File: src/rtl/tlc_fsm_param.sv
// Traffic-light controller with built-in one-second timer,
// programmable intervals, flashing fault mode and debug outputs.
module tlc_fsm_param #(
    parameter int unsigned TICK_DIV  = 100000000,
    parameter int unsigned TIME_W    = 4,
    parameter int unsigned TBASE_DEF = 6,
    parameter int unsigned TEXT_DEF  = 3,
    parameter int unsigned TYEL_DEF  = 2
) (
    input  logic              clk,
    input  logic              reset_sync,
    input  logic              sensor_sync,
    input  logic              walk_req,
    input  logic              prog_sync,
    input  logic [1:0]        prog_sel,
    input  logic [TIME_W-1:0] prog_val,
    input  logic              flash_en,
    output logic [6:0]        leds,
    output logic [2:0]        state_o,
    output logic [TIME_W-1:0] remaining,
    output logic              tick_o
);

    localparam int unsigned DIV_W = $clog2(TICK_DIV);
    localparam logic [DIV_W-1:0] DIV_LAST = DIV_W'(TICK_DIV - 1);
    localparam logic [TIME_W-1:0] ONE = TIME_W'(1);

    localparam logic [6:0] LED_MG  = 7'b1000010;
    localparam logic [6:0] LED_MY  = 7'b0100010;
    localparam logic [6:0] LED_WK  = 7'b0010011;
    localparam logic [6:0] LED_SG  = 7'b0011000;
    localparam logic [6:0] LED_SY  = 7'b0010100;
    localparam logic [6:0] LED_OFF = 7'b0000000;

    typedef enum logic [2:0] {
        MG_BASE = 3'd0,
        MG_EXT  = 3'd1,
        MY      = 3'd2,
        WALK    = 3'd3,
        SG_BASE = 3'd4,
        SG_EXT  = 3'd5,
        SY      = 3'd6,
        FLASH   = 3'd7
    } state_t;

    state_t            state, state_n, seq_next;
    logic [DIV_W-1:0]  div, div_n;
    logic [TIME_W-1:0] rem_n;
    logic [TIME_W-1:0] tbase, tbase_n;
    logic [TIME_W-1:0] text, text_n;
    logic [TIME_W-1:0] tyel, tyel_n;
    logic [TIME_W-1:0] prog_w;
    logic [6:0]        leds_n;
    logic              tick, tick_n;
    logic              latch, latch_n;
    logic              prog_hit;

    function automatic logic [6:0] pattern(input state_t s);
        unique case (s)
            MG_BASE, MG_EXT: pattern = LED_MG;
            MY:              pattern = LED_MY;
            WALK:            pattern = LED_WK;
            SG_BASE, SG_EXT: pattern = LED_SG;
            SY:              pattern = LED_SY;
            FLASH:           pattern = LED_MY;
        endcase
    endfunction

    function automatic logic [TIME_W-1:0] ival(
        input state_t            s,
        input logic [TIME_W-1:0] tb,
        input logic [TIME_W-1:0] te,
        input logic [TIME_W-1:0] ty
    );
        unique case (s)
            MG_BASE, SG_BASE:     ival = tb;
            MG_EXT, SG_EXT, WALK: ival = te;
            MY, SY:               ival = ty;
            FLASH:                ival = '0;
        endcase
    endfunction

    always_ff @(posedge clk) begin
        if (reset_sync) begin
            state     <= MG_BASE;
            div       <= '0;
            remaining <= TIME_W'(TBASE_DEF);
            leds      <= LED_MG;
            tick_o    <= 1'b0;
            latch     <= 1'b0;
            tbase     <= TIME_W'(TBASE_DEF);
            text      <= TIME_W'(TEXT_DEF);
            tyel      <= TIME_W'(TYEL_DEF);
        end else begin
            state     <= state_n;
            div       <= div_n;
            remaining <= rem_n;
            leds      <= leds_n;
            tick_o    <= tick_n;
            latch     <= latch_n;
            tbase     <= tbase_n;
            text      <= text_n;
            tyel      <= tyel_n;
        end
    end

    assign state_o = state;

    always_comb begin
        tick     = (div == DIV_LAST);
        prog_hit = prog_sync && (prog_sel != 2'd3);
        prog_w   = (prog_val == '0) ? ONE : prog_val;
        tbase_n  = tbase;
        text_n   = text;
        tyel_n   = tyel;
        state_n  = state;
        div_n    = tick ? '0 : div + DIV_W'(1);
        rem_n    = remaining;
        leds_n   = leds;
        tick_n   = tick;
        latch_n  = latch;

        unique case (state)
            MG_BASE: seq_next = sensor_sync ? MY : MG_EXT;
            MG_EXT:  seq_next = MY;
            MY:      seq_next = latch ? WALK : SG_BASE;
            WALK:    seq_next = SG_BASE;
            SG_BASE: seq_next = sensor_sync ? SG_EXT : SY;
            SG_EXT:  seq_next = SY;
            SY:      seq_next = MG_BASE;
            FLASH:   seq_next = MG_BASE;
        endcase

        if (prog_hit) begin
            case (prog_sel)
                2'd0:    tbase_n = prog_w;
                2'd1:    text_n  = prog_w;
                default: tyel_n  = prog_w;
            endcase
            state_n = MG_BASE;
            div_n   = '0;
            rem_n   = tbase_n;
            leds_n  = LED_MG;
            tick_n  = 1'b0;
            latch_n = 1'b0;
        end else if (flash_en) begin
            state_n = FLASH;
            rem_n   = '0;
            latch_n = 1'b0;
            if (state != FLASH) begin
                div_n  = '0;
                leds_n = LED_MY;
                tick_n = 1'b0;
            end else if (tick) begin
                leds_n = (leds == LED_MY) ? LED_OFF : LED_MY;
            end
        end else if (state == FLASH) begin
            state_n = MG_BASE;
            div_n   = '0;
            rem_n   = tbase;
            leds_n  = LED_MG;
            tick_n  = 1'b0;
        end else begin
            // a request in the WALK-exit cycle must survive the clear
            if (walk_req) begin
                latch_n = 1'b1;
            end else if (tick && remaining == ONE && state == WALK) begin
                latch_n = 1'b0;
            end
            if (tick) begin
                if (remaining > ONE) begin
                    rem_n = remaining - ONE;
                end else begin
                    state_n = seq_next;
                    div_n   = '0;
                    rem_n   = ival(seq_next, tbase, text, tyel);
                    leds_n  = pattern(seq_next);
                end
            end
        end
    end

endmodule

File: config.mk
export PLATFORM = sky130hd
export DESIGN_NAME = tlc_fsm_param
export DESIGN_NICKNAME = d
export VERILOG_FILES = /design/src/rtl/tlc_fsm_param.sv
export SDC_FILE = /design/constraint.sdc
export NUM_CORES = 1
export LEC_CHECK = 0
export CORE_MARGIN = 4
export CORE_UTILIZATION = 51
export DETAILED_ROUTE_END_ITERATION = 6
export HOLD_SLACK_MARGIN = 0.08
export PLACE_DENSITY = 0.81
export SYNTH_ARGS = -nofsm -noshare
export SYNTH_HDL_FRONTEND = slang
export SYNTH_SLANG_ARGS = --single-unit
export TNS_END_PERCENT = 1
File: constraint.sdc
create_clock -name clk -period 2.11 [get_ports clk]
set_input_delay 0.422 -clock clk [delete_from_list [all_inputs] [get_ports clk]]
set_output_delay 0.422 -clock clk [all_outputs]
set_load 0.005 [all_outputs]
==> results.md <==
* Post-synthesis instance total at 352
* Rel. slew slack at 67.1%
* Crit start category: flop
* Clock sink count at 55
* Min Hold Slack at 473 ps
* Worst hold path type: flop to flop
* Yosys cell types at 60
* GP Congestion at 0.905
* Crit share post-route at 98.6%
* Clk network pwr share at 36.7%
* DR DRC count at 0
* Via density at 5.63
* Port bufs at 26
* Flop pwr share at 48.2%
* Clk root buf: clkbuf_8
* Setup_tns at 0 ps
* Slowest CP cell: or4_2
* GRT Total Usage at 21.0%
* CP cell instances: and4_4 -> nand3_4 -> or4_2 -> nand2_2 -> buf_4 -> nor3_1 -> a31oi_1
* Combinational power share at 15.1%
* Die H at 83.2 um
* Area Overhead vs Synth at 27.0%
* Max Fclk at 481 MHz
* Hold_buf cts at 0
* Maximum vdd drop at 0.513 mV
* Ports at 27
* Worst Path Max Fanout at 6
* First DRT Iteration DRCs at 151
* Final HPWL DP at 5.36 mm
* Worst EP required at 2350 ps
* Final Hold Fails at 0
* DR vias at 2730
* Crit path time final at 2080 ps
* Worst slack, placed at -55.8 ps
* Drt wl/cell at 14.9 um
* Yosys warnings at 0
* FF+latch count, synth at 55
* DRT antenna net count at 0
* NumNets Final at 427
* Global-route wire length before repair at 12.3 mm
* CP top delay family: simple AND/OR/NAND/NOR gates
* EDFF count, synth at 0
* Synth Flop Type: dfxtp_1
* Largest net degree at the start of global routing at 27
* Site Rows at 27
* Layout cells sized above 1 at 17.4%
* Initial Utilization at 52.4%
* Slew Limit Fails at 0
* Final Skew at 10.9 ps
* Grt total ovfl at 0
* Worst skew pair latency at 320 ps
* Syn Std Cell Area at 0.00288 sq mm
* Power per cell area at 620 mW/mm^2
* CTS Buffer Depth at 2
* Die area at 0.00692 sq mm
* PnR worst setup slack at 29.2 ps
* Final wirelength at 7.20 mm
* MaxCap Viol Count at 0
* Sw Ratio at 24.6%
* Register area share after synthesis at 38.2%
* Syn_nets at 367
* Antenna cells at 0
* Switching pwr at 558 uW
* Int Pwr at 1710 uW
* CP max stage delay at 780 ps
* TritonCTS clock tree: built
* Initial antenna violation count at 0
* Drt pass-1 iters at 4
* TritonCTS buffer count at 5
* Worst Path Buf+Inv at 1
* Htree depth at 2
* Kind of critical path: flop to flop
* DIE WIDTH at 83.2 um
* RSZ-0062 raised after global routing: true
* Actual slew at the worst max-slew pin at 492 ps
* Post-Syn Area per Cell at 8.19 sq um
* Leakage at 0.00141 uW
* Asr flop ratio synth at 0%
* Vias in the first global route at 2677
* CP endpoint kind: flop
* Outcome: finished, final reports clean
* Clock transition at path regs at 100 ps
* CP arrival at 2320 ps
* Core Region at 0.00551 sq mm
* Final setup vio count at 0
[final cells by class]
class | instances | area, sq um
Fill cell | 458 | 1840
Multi-Input combinational cell | 273 | 1710
Tap cell | 72 | 90.1
Clock buffer | 5 | 68.8
Sequential cell | 55 | 1100
Inverter | 8 | 30.0
Timing Repair Buffer | 69 | 596
Clock inverter | 3 | 67.6
[routing by layer]
| layer | part of all wire (%) | vias to the layer above | track usage (%) |
|---|---|---|---|
| li1 | - | 1348 | - |
| met1 | 44 | 1298 | 25.1 |
| met2 | 50 | 69 | 37.3 |
| met3 | 4.1 | 15 | 4.37 |
| met4 | 1.7 | 0 | 6.98 |
| met5 | 0 | - | 0 |
[kinds of logic after synthesis]
kind of cell    Yosys count  synth area share (%)
mux                       8                  2.82
simple gates            177                  31.4
buf+inv                  24                  3.47
xor+xnor                 27                  8.20
flops                    55                  38.2
fa+ha+maj                 3                  1.30
compound gates           58                  14.6
[timing repair]
action / in CTS / in global routing
pin swaps: 0 / 2
gates resized for setup: 1 / 3
hold endpoints to repair: 0 / 0
buffers inserted: 0 / 0
endpoints found under the setup margin: 2 / 34
[final timing paths]
path	from	to	slack, ps	cells after the start
max	div[5]	remaining[1]	30	7
max reg2reg	div[5]	remaining[1]	30	7
min	tyel[1]	tyel[1]	470	1
min reg2reg	tyel[1]	tyel[1]	470	1
[worst register-to-register path, cell delays in order, from the launching register on]
cell and delay [ps]:
dfxtp_1 370, and4_4 260, nand3_4 90, or4_2 780, nand2_2 190, buf_4 140, nor3_1 40, a31oi_1 140
[cells in the mapped netlist (2+ instances only)]
| library cell | count | area share, % |
|---|---|---|
| mux2i_1 | 7 | 2.4 |
| a21oi_1 | 10 | 1.7 |
| nor4b_1 | 3 | 0.91 |
| nand2b_1 | 6 | 1.3 |
| o21ai_0 | 9 | 1.6 |
| a211o_1 | 4 | 1.2 |
| ha_1 | 3 | 1.3 |
| o41ai_1 | 2 | 0.61 |
| and3_1 | 6 | 1.3 |
| buf_2 | 2 | 0.35 |
| inv_1 | 8 | 1.0 |
| nor2b_1 | 6 | 1.3 |
| a22o_1 | 3 | 0.91 |
| a22oi_1 | 2 | 0.52 |
| nand4_1 | 6 | 1.3 |
| nand2_1 | 32 | 4.2 |
| or3_1 | 2 | 0.43 |
| nand3_1 | 24 | 4.2 |
| a31oi_1 | 6 | 1.3 |
| o21a_1 | 2 | 0.52 |
| o21bai_1 | 2 | 0.52 |
| xor2_1 | 20 | 6.1 |
| a21boi_0 | 2 | 0.52 |
| nor3_1 | 5 | 0.87 |
| and2_1 | 2 | 0.43 |
| nor4_1 | 2 | 0.43 |
| dfxtp_1 | 55 | 38 |
| xnor2_1 | 7 | 2.1 |
| clkbuf_1 | 13 | 1.7 |
| a211oi_1 | 2 | 0.52 |
| and4_1 | 2 | 0.61 |
| nand3b_1 | 3 | 0.78 |
| nor2_1 | 64 | 8.3 |
| o211ai_1 | 4 | 1.0 |
[power groups by stage]
stage / Combinational [uW] / Sequential [uW] / Clock, uW
final: 343 / 1090 / 833
after global routing: 372 / 1100 / 881
after CTS: 339 / 1090 / 845
after detailed placement: 337 / 1120 / 0
after global placement: 329 / 1120 / 0
after floorplan: 182 / 1110 / 0
[cells in the final DEF (no fill, tap or decap), types with 7 or more instances in the layout]
cell | synthesis | final
nand2_1 | 32 | 31
xnor2_1 | 7 | 7
dfxtp_1 | 55 | 55
xor2_1 | 20 | 20
inv_1 | 8 | 8
nand3_1 | 24 | 24
mux2i_1 | 7 | 7
o21ai_0 | 9 | 9
nor2_1 | 64 | 64
buf_4 | 0 | 42
clkdlybuf4s50_1 | 0 | 26
a21oi_1 | 10 | 10
[metrics by stage]
stage	area, sq um	std cells	total power, uW	util, %
3_5_place_dp	3510	477	1450	63.7
2_1_floorplan	2890	352	1290	-
6_report	3660	485	2270	66.5
4_1_cts	3650	485	2280	66.2
5_1_grt	3660	485	2350	66.5
3_3_place_gp	3510	477	1440	63.7
[state kept, by name (all words and copies together) (netlist names)]
register   cells
div           27
latch          1
text           4
state_o        3
tbase          4
tick_o         1
leds           7
remaining      4
tyel           4
(Power assumes the default switching activity.)
